$ cat src/rtl/bcd_pkg.sv
// Shared types and helpers for the sequential binary-to-BCD converter.
package bcd_pkg;

  typedef enum logic [1:0] {
    IDLE,
    SHIFT,
    DONE
  } state_e;

  localparam int unsigned BCD_W = 4;
  localparam logic [3:0]  NINE  = 4'd9;

  // Double-dabble correction: a digit of 5..9 would exceed 9 after doubling.
  function automatic logic [3:0] add3(input logic [3:0] d);
    return (d >= 4'd5) ? d + 4'd3 : d;
  endfunction

endpackage

$ cat src/rtl/bcd_add3.sv
// Single-digit conditional +3 corrector; no carry out of the digit.
module bcd_add3
  import bcd_pkg::*;
(
  input  logic [BCD_W-1:0] d_i,
  output logic [BCD_W-1:0] d_o
);

  assign d_o = add3(d_i);

endmodule

$ cat src/rtl/bcd_ndigit.sv
// Iterative double-dabble binary-to-BCD converter with start/busy/done handshake.
// Define BCD_SAT_EN to clamp overflowed results to all nines.
module bcd_ndigit
  import bcd_pkg::*;
#(
  parameter int DIGITS = 4,
  parameter int BIN_W  = 14
) (
  input  logic                  clk,
  input  logic                  rst,
  input  logic                  start,
  input  logic [BIN_W-1:0]      value,
  output logic                  busy,
  output logic                  done,
  output logic [4*DIGITS-1:0]   digits,
  output logic                  overflow
);

  localparam int CNT_W = $clog2(BIN_W + 1);
  localparam int ACC_W = BCD_W * (DIGITS + 1);

  state_e              state_q, state_d;
  logic [BIN_W-1:0]    sr_q, sr_d;
  logic [ACC_W-1:0]    acc_q, acc_d, acc_adj;
  logic [CNT_W-1:0]    cnt_q, cnt_d;
  logic                busy_q, busy_d;
  logic                done_q, done_d;
  logic                ovf_q, ovf_d;
  logic [4*DIGITS-1:0] dig_q, dig_d;
  logic [4*DIGITS-1:0] result;
  logic                guard_nz;

  for (genvar g = 0; g < DIGITS + 1; g++) begin : g_add3
    bcd_add3 u_add3 (
      .d_i (acc_q[g*BCD_W +: BCD_W]),
      .d_o (acc_adj[g*BCD_W +: BCD_W])
    );
  end

  // The guard digit catches any value too large for the visible digits.
  assign guard_nz = (acc_q[ACC_W-1 -: BCD_W] != '0);

  always_comb begin
    result = acc_q[4*DIGITS-1:0];
`ifdef BCD_SAT_EN
    if (guard_nz) result = {DIGITS{NINE}};
`endif
  end

  always_comb begin
    state_d = state_q;
    sr_d    = sr_q;
    acc_d   = acc_q;
    cnt_d   = cnt_q;
    dig_d   = dig_q;
    ovf_d   = ovf_q;
    done_d  = 1'b0;
    case (state_q)
      SHIFT: begin
        {acc_d, sr_d} = {acc_adj[ACC_W-2:0], sr_q, 1'b0};
        cnt_d         = cnt_q - CNT_W'(1);
        if (cnt_q == CNT_W'(1)) state_d = DONE;
      end
      DONE: begin
        dig_d   = result;
        ovf_d   = guard_nz;
        done_d  = 1'b1;
        state_d = IDLE;
      end
      default: state_d = IDLE;
    endcase
    // A new request is taken in IDLE and also in the DONE cycle.
    if (start && (state_q != SHIFT)) begin
      sr_d    = value;
      acc_d   = '0;
      cnt_d   = CNT_W'(BIN_W);
      state_d = SHIFT;
    end
    busy_d = (state_d == SHIFT);
  end

  always_ff @(posedge clk or negedge rst) begin
    if (!rst) begin
      state_q <= IDLE;
      sr_q    <= '0;
      acc_q   <= '0;
      cnt_q   <= '0;
      busy_q  <= 1'b0;
      done_q  <= 1'b0;
      ovf_q   <= 1'b0;
      dig_q   <= '0;
    end else begin
      state_q <= state_d;
      sr_q    <= sr_d;
      acc_q   <= acc_d;
      cnt_q   <= cnt_d;
      busy_q  <= busy_d;
      done_q  <= done_d;
      ovf_q   <= ovf_d;
      dig_q   <= dig_d;
    end
  end

  assign busy     = busy_q;
  assign done     = done_q;
  assign digits   = dig_q;
  assign overflow = ovf_q;

endmodule

$ cat config.mk
export PLATFORM = sky130hd
export DESIGN_NAME = bcd_ndigit
export DESIGN_NICKNAME = d
export VERILOG_FILES = /design/src/rtl/bcd_pkg.sv /design/src/rtl/bcd_add3.sv /design/src/rtl/bcd_ndigit.sv
export SDC_FILE = /design/constraint.sdc
export NUM_CORES = 1
export LEC_CHECK = 0
export ABC_AREA = 1
export CAP_MARGIN = 5
export CORE_ASPECT_RATIO = 1.1
export CORE_UTILIZATION = 40
export CTS_CLUSTER_SIZE = 24
export DETAILED_ROUTE_END_ITERATION = 6
export PLACE_DENSITY_LB_ADDON = 0.15
export SLEW_MARGIN = 20
export SYNTH_ARGS = -nofsm -noshare
export SYNTH_HDL_FRONTEND = slang
export SYNTH_SLANG_ARGS = --single-unit
$ cat constraint.sdc
create_clock -name clk -period 1.7 [get_ports clk]
set_input_delay 0.255 -clock clk [delete_from_list [all_inputs] [get_ports clk]]
set_output_delay 0.255 -clock clk [all_outputs]
set_load 0.02 [all_outputs]
==> impl.org <==
** Pwr
- Combinational logic is responsible for 47.1% of the overall power.
- The clock network burns approximately 16% of the power.
- Psw :: about 2.8 mW
- Cell internal power was estimated by the tool at about 3.8 mW.
- Pwr per Cell Area :: approximately 1900 nW/um2
- Summed over all cells, the static leakage comes to between 1.5 and 2 nW.
- The worst-case IR drop observed on VDD is 680.7 uV.
- In this run switching power makes up between 40% and 50% of total power.
- The share of total power dissipated in sequential elements is between 30% and 40%.

** Worst setup path
- Element type at the critical path start :: flop
- Worst flop-to-flop path endpoint :: sr_q[1]
- Crit path max fanout :: 2
- For this run, the slowest stage of the critical path takes ~0.60 ns.
- Worst Reg2Reg Path Length in Cells :: 6
- Buf+Inv Stages, Crit Path :: 1
- WS Path Type :: flop to output pin
- Setup slack of the most critical reg-to-reg path :: approximately 0.38 ns
- Crit. path cell count :: 1
- Endpoint class of the critical path :: output pin
- At the worst endpoint, the required time is 1.44 ns.
- Termination of the worst setup path :: digits[14]
- The most critical setup path has its startpoint at digits[14].
- The kind of cell with the highest combined delay along the critical path is buffers and inverters.
- Among all stages on the critical path, the largest delay is contributed by sky130_fd_sc_hd__clkdlybuf4s50_1.
- Signal arrival time at the worst endpoint :: between 1 and 1.5 ns
- Critical path, cell by cell :: clkdlybuf4s50_1
- FF-to-FF Start :: state_q[1]

** Route
- Average detailed-routed wire length per instance :: 11.42 um
- For this block, the routed nets add up to 5366 um of wire.
- For this run, design rule violations remaining after detail routing come to 0.
- Number of iterations in the first detailed-routing pass :: 4
- Number of DRC markers after the initial detailed-route iteration :: just under 90
- In the routed layout, each cell is associated on average with a via count of 4.945.
- Detailed routing inserted a total of between 2000 and 2500 vias.
- ANT nets after route :: 0

** Global route
- Global routing's busiest layer :: met2
- Met2 layer usage reported by global route :: 27.19%
- Largest net degree at the start of global routing :: 60
- In the global route stage, overall resource usage came out at 16.30%.
- The first global-routing pass estimated roughly 10000 um of wire.
- After global routing the overflow that remains totals 0.
- For this run, global-route usage on met1 was measured as 19.24%.
- Via count of the first global-routing pass :: around 2400
- The number of antenna violations at the first check in global routing is 0.
- For met3 alone, demand over resource in global routing was approximately 2.9%.

** Clock network
- Number of setup buffers added after CTS :: 0
- Worst-skew pair later-pin latency :: approximately 0.33 ns
- Deepest level of the CTS H-tree :: 3
- In this run the clock root is driven by a sky130_fd_sc_hd__clkbuf_8.
- Clock input transition at the sequential cells of the worst setup and hold paths :: approximately 0.070 ns
- Clock tree from TritonCTS :: done
- Number of sinks driven by the clock tree :: ~60
- Maximum clock path buffer count :: 2
- Clock tree synthesis inserted a total of 9 buffers.

** Layout
- Most common cell after layout, fill and taps aside :: sky130_fd_sc_hd__nand2_1
- Once layout is done, the placed cells without fillers occupy ~3500 um2.
- The final layout contains between 400 and 500 nets.
- Relative area change from synthesis to final layout :: 18.84%
- Diode insertion count for antenna repair :: 0
- Leaving out fill and tap cells, the most frequent cells in the layout are 118 x sky130_fd_sc_hd__nand2_1, 59 x sky130_fd_sc_hd__dfrtp_1, 37 x sky130_fd_sc_hd__nand3_1.
- Fraction of layout instances using a drive strength above 1 :: 8.052%

** Worst hold path
- The worst hold path belongs to the class input pin to async pin.

** Floorplan
- Die Span X :: about 83 um
- Core box area :: slightly above 7000 um2
- Die Footprint :: between 7000 and 8000 um2
- Vertical die dimension :: between 90 and 100 um
- Row cnt :: 32
- During I/O placement, the number of pins put on the boundary was 36.
- Once the floorplan was initialized, standard cells occupied around two fifths of the core.

** Placed design
- IO buf count :: 35
- Total half-perimeter wirelength after legalization and detailed placement :: roughly 3600 um
- Cell area after placement :: ~3300 um2
- Final estimated routing congestion in global placement :: approximately 0.75

** Synthesis
- Synthesized Nets :: ~370
- Sequential area share after synthesis :: around 51%
- Yosys top cell area share :: around 51%
- Ys Warns :: 0
- After technology mapping, the gate count stands at ~340.
- After synthesis the netlist holds a flip-flop and latch count of slightly below 60.
- By area the synthesized netlist is led by sky130_fd_sc_hd__dfrtp_1 51%, sky130_fd_sc_hd__nand2_1 15%, sky130_fd_sc_hd__nand3_1 6.4%, sky130_fd_sc_hd__ha_1 5.6%, sky130_fd_sc_hd__inv_1 4.0%.
- The netlist uses 24 different library cells.
- Mean cell area of the mapped netlist :: between 8 and 9 um2
- The biggest area contributor in the post-synthesis netlist is sky130_fd_sc_hd__dfrtp_1.
- Post-synthesis cell area :: approximately 2900 um2

** Timing
- Setup violations remaining at the end of the flow were counted as 0.
- Skew final :: approximately 0.0086 ns
- After routing, the total negative slack on setup checks comes to 0 ns.
- Normalized max-slew margin :: a little over two thirds
- Setup repair after global routing left no endpoint under its margin.
- Final cycle utilization of the critical path :: 90.56%
- On the final layout, the worst hold slack is 0.4545 ns.
- Final count of hold timing violations :: 0
- Based on the critical path, the design can be clocked at up to ~0.65 GHz.
- Number of max-slew violations in the final report :: 0
- Actual slew at the worst max-slew pin :: between 0.4 and 0.5 ns
- Post-layout min period :: between 1.5 and 2 ns

** Flow run
- Max-cap violation count :: 0

** Status
- Outcome :: complete, no violations
-- registers in the layout (all words and copies together), names as in the netlist --
signal    cells
acc_q        20
busy          1
cnt_q         4
digits       16
done          1
overflow      1
sr_q         14
state_q       2
-- cells in the mapped netlist (all sizes together) --
master and count:
nand2 120, dfrtp 59, nand3 37, inv 35
o21ai 33, nor2 14, ha 13, buf 11
nand4 10, o21bai 4, a21oi 2, a31oi 1
nor3 1, o211ai 1, o22ai 1
-- cells by family after synthesis --
logic type      after synthesis  synth area share (%)
simple gates                182                 27.04
flops                        59                 50.64
compound gates               42                 8.455
fa+ha+maj                    13                 5.580
buf+inv                      46                 8.283
-- layer usage --
layer  share of wire, %  up-vias
met3                3.2       14
met4                2.7        0
li1                   -     1189
met5                  0        -
met2                 45       48
met1                 49     1073
-- per-stage QoR --
step / total power [mW] / util [%] / worst slack, ns / cells
6_report: 6.587 / 49.17 / 0.1605 / 470
4_1_cts: 6.677 / 49.17 / 0.1366 / 470
5_1_grt: 7.267 / 49.17 / 0.1098 / 470
3_5_place_dp: 5.571 / 46.75 / 0.2001 / 454
3_3_place_gp: 5.495 / 46.75 / 0.2344 / 454
2_1_floorplan: 4.799 / - / 0.5621 / 342
-- what timing repair did --
item | 4_1_cts | 5_1_grt
endpoints found under the hold margin | 59 | 0
setup endpoints to repair | 0 | 0
resized for setup | 0 | 0
hold buffers | 1 | 0
-- power by group through the flow --
stage / Combinational (mW) / Sequential (mW) / Clock (mW)
2_1_floorplan: 2.25 / 2.55 / 0
3_3_place_gp: 3.08 / 2.42 / 0
3_5_place_dp: 3.15 / 2.43 / 0
4_1_cts: 3.15 / 2.41 / 1.12
5_1_grt: 3.60 / 2.50 / 1.17
6_report: 3.10 / 2.41 / 1.08
-- how the worst min path moves through the flow --
stage	to	depth (start not counted)	slack (ns)	startpoint
floorplan	acc_q[0]	0	-0.04	rst
global placement	digits[14]	2	0.28	rst
detailed placement	digits[14]	2	0.29	rst
CTS	digits[14]	3	0.46	rst
global route	digits[12]	3	0.48	rst
finish	digits[14]	3	0.45	rst
-- layout make-up --
| cell class | instances | area (um2) |
|---|---|---|
| fillers | 686 | 3582 |
| flip-flops and latches | 59 | 1476 |
| multi-input cells | 237 | 1197 |
| repair buffers | 39 | 390.4 |
| clock buffers | 12 | 145.1 |
| inverters | 35 | 133.9 |
| well taps | 85 | 106.4 |
| clock inverters | 3 | 15.01 |
No activity file was read; power rests on OpenSTA's default activity.
==> RTL change 1: new RTL, same settings <==
Build with the macro `BCD_SAT_EN` defined.
--- a/src/rtl/bcd_ndigit.sv
+++ b/src/rtl/bcd_ndigit.sv
@@ -1,4 +1,6 @@
 // Iterative double-dabble binary-to-BCD converter with start/busy/done handshake.
 // Define BCD_SAT_EN to clamp overflowed results to all nines.
+`define BCD_SAT_EN
+
 module bcd_ndigit
   import bcd_pkg::*;
Behaviour: same outputs for any inputs over 10 cycles, from zero or initial values and one cycle with rst low; that may be too few to reach the edited logic, so the function may still have changed.
==> RTL change 1 against the original RTL <==
Power decreased by 3.0%. Die area decreased by 0.67%. Synthesized cell count increased by 1.2%. Wire length increased by 8.8%. Area after synthesis decreased by 0.69%. Cell area increased by 2.2%. Worst setup slack got worse by 20 ps. Via count increased by 1.0%. Utilization increased by 1.4 points. Sequential cell count unchanged. Critical endpoint is now digits[3].
==> RTL change 1: results <==
outcome:
  status: "completed"
global_route:
  met1_usage: 0.227
  met2_usage: 0.266
  grt_pass1_wl_microns: 10400
  use_met3: 0.0355
  grt_max_degree: 26
final_layout:
  buffer_area_frac: 0.124
  num_antenna_cells: 0
  comb.multi_input.count: 245
  nNonClkBuffers: 44
  drive_gt1_frac: 0.0785
  multi_input_area_share: 0.344
  clkbuf_count: 13
  inv_count: 32
  seqAreaFraction: 0.417
  nFillCells: 702
  final_nets: 421
routing:
  via_per_inst: 4.89
  wl_met1_microns: 2920
  wl_microns: 5840
  initialDrtViolationCount: 154
  wl_met2_microns: 2590
setup_path:
  reg2reg_from: "acc_q[16]"
  worstRegToRegCells: 5
  ff2ff_setup_slack_ps: 320
  crit_end: "digits[3]"
  timing.rr.end: "digits[11]"
  arrival_ps: 1300
  crit_start: "digits[3]"
cts:
  clk_pin_slew_ps: 70
timing:
  finalClockSkew_ps: 8.00
  fin_hold_ws_ps: 417
  relSlewSlack: 0.653
power:
  peakVddDrop_mv: 0.780
  p_leak_nw: 1.72
  intPower_w: 0.00372
  p_clk_frac: 0.184
  combinationalPowerShare: 0.440
synth:
  synth.area.top_cells: "dfrtp_1 51%, nand2_1 17%, nand3_1 5.7%"
  ys_seq_area_frac: 0.510
  syn-num-nets: 376
  synth_common_cells: "130 x nand2_1, 59 x dfrtp_1, 33 x nand3_1, 29 x inv_1, 20 x o21ai_0"
placement:
  dp_hpwl_microns: 4030
  gp_congestion: 0.778
RTL change 1: cell count changes after synthesis, sizes merged, moves of 2 or more:
| cell | change |
|---|---|
| nand2 | +12 |
| o21ai | -13 |
| a31oi | +2 |
| o22ai | +3 |
| inv | -3 |
| nand3 | -4 |
| o211ai | +5 |
| a21oi | +2 |
| nor2 | -2 |
RTL change 1: kinds of logic (layout without fill, tap and decap cells):
logic type	count (synthesis)	after routing	share of synthesized area
AND/OR/NAND/NOR	191	191	0.282
flip-flops	59	59	0.510
buffers and inverters	42	91	0.0696
AO/OA/AOI/OAI	41	41	0.0825
adder cells (fa/ha/maj)	13	13	0.0562
RTL change 1: through the flow:
stage	setup slack, ps	std cells	utilization	total power [W]	area [sq um]
after floorplan	486	346	-	0.00446	2900
after global placement	239	464	0.478	0.00520	3350
after CTS	127	480	0.505	0.00645	3540
final	140	480	0.505	0.00639	3540
after global routing	91.2	480	0.505	0.00701	3540
after detailed placement	172	464	0.478	0.00524	3350
==> RTL change 2: new RTL, same settings <==
Made on the original files. The 3 states of `state_e` get a one-hot encoding in 3 bits.
--- a/src/rtl/bcd_pkg.sv
+++ b/src/rtl/bcd_pkg.sv
@@ -2,8 +2,8 @@
 package bcd_pkg;
 
-  typedef enum logic [1:0] {
-    IDLE,
-    SHIFT,
-    DONE
+  typedef enum logic [2:0] {
+    IDLE  = 3'b001,
+    SHIFT = 3'b010,
+    DONE  = 3'b100
   } state_e;
 
Behaviour: no difference found for any inputs over 10 cycles, from zero or initial values and one cycle with rst low; not proved beyond that.
==> RTL change 2 against the original RTL <==
The flow now finishes with violations (design-rule violations). Sequential power down 2%. Fmax down 0.39%. Critical endpoint is now digits[4]. Worst setup slack worse by 6.0 ps. Cell area up 4.1%. Critical path depth unchanged. Power up 1.2%. Area after synthesis up 2.0%. Non-clock buffer count up 3. Sequential cell count up 1. Wire length up 4.0%.
==> RTL change 2: results <==
placement:
  dp_hpwl_microns: 3880
  place_ws_ps: 228
  gp_congestion: 0.782
setup_path:
  ff2ff_setup_slack_ps: 290
  crit_path_max_fanout: 2
  reg2reg_from: "state_q[0]"
  crit_end: "digits[4]"
  timing.rr.end: "acc_q[12]"
  worstRegToRegCells: 7
  crit_start: "digits[4]"
cts:
  root_buffer: "clkbuf_8"
  cts_resized: 0
  cts_buffer_depth: 2
final_layout:
  drive_gt1_frac: 0.115
  final_nets: 426
  nFillCells: 688
global_route:
  grt_max_degree: 34
  track_usage: 0.166
  grt_pass1_wl_microns: 10300
  grt_pass1_vias: 2338
synth:
  synth.distinct_cells: 18
  synth_common_cells: "137 x nand2_1, 59 x dfrtp_1, 40 x nand3_1, 34 x inv_1"
  synth.area.top_cells: "dfrtp_1 50%, nand2_1 17%, nand3_1 6.7%"
  syn-num-nets: 383
  ys_seq_area_frac: 0.505
power:
  p_leak_nw: 1.81
  switching_power_w: 0.00281
  peakVddDrop_mv: 0.721
timing:
  tightest_slew_ps: 664
  finalClockSkew_ps: 8.33
  fin_hold_ws_ps: 426
  max_freq_mhz: 647
routing:
  initialDrtViolationCount: 136
  drc: 4
  vias: 2380
  first_pass_iters: 7
  wl_microns: 5580
outcome:
  status: "complete, but fails checks"
  violations: "design-rule violations"
==> RTL change 2: changes by cell type in the layout (fill, tap and decap cells not counted), sizes merged, moves of 2 or more <==
cell	before	now
inv	35	39
o21ai	33	35
nor2	14	5
nand3	37	41
buf	4	7
o21bai	4	0
a21oi	2	0
nand2	120	138
clkbuf	12	14
==> RTL change 2: through the flow <==
stage               area, sq um  utilization  total power, W  cells
global route               3610        0.509         0.00734    486
floorplan                  2970            -         0.00466    353
global placement           3410        0.482         0.00548    469
finish                     3610        0.509         0.00667    486
CTS                        3610        0.509         0.00676    486
detailed placement         3410        0.482         0.00554    469
==> RTL change 2: area by class of cell <==
type,instances,area share
inverter,39,0.0406
multi-input combinational,244,0.341
clock inverter,2,0.00278
timing repair buffer,42,0.121
clock buffer,14,0.0479
sequential,60,0.417
tap,85,0.0295
==> RTL change 2: power by group through the flow <==
stage                     clock [W]  sequential (W)  combinational (W)
after floorplan                   0         0.00245            0.00222
after global placement            0         0.00238            0.00310
after detailed placement          0         0.00238            0.00316
after CTS                   0.00123         0.00236            0.00317
after global routing        0.00130         0.00244            0.00361
final                       0.00118         0.00236            0.00312
==> RTL change 2: what timing repair did <==
item | 4_1_cts | 5_1_grt
setup buffers | 0 | 0
hold buffers | 1 | 0
hold endpoints to repair | 18 | 0
==> RTL change 2: kinds of logic after synthesis <==
family / share of synthesized area
fa+ha+maj: 0.0547
compound gates: 0.0791
simple gates: 0.280
flops: 0.505
buf+inv: 0.0808
==> RTL change 2: layer usage <==
layer / global-route usage / vias to the layer above / share of wire
li1: - / 1218 / -
met1: 0.213 / 1094 / 0.49
met2: 0.268 / 57 / 0.46
met3: 0.0303 / 11 / 0.035
met4: 0.0819 / 0 / 0.020
met5: 0 / - / 0
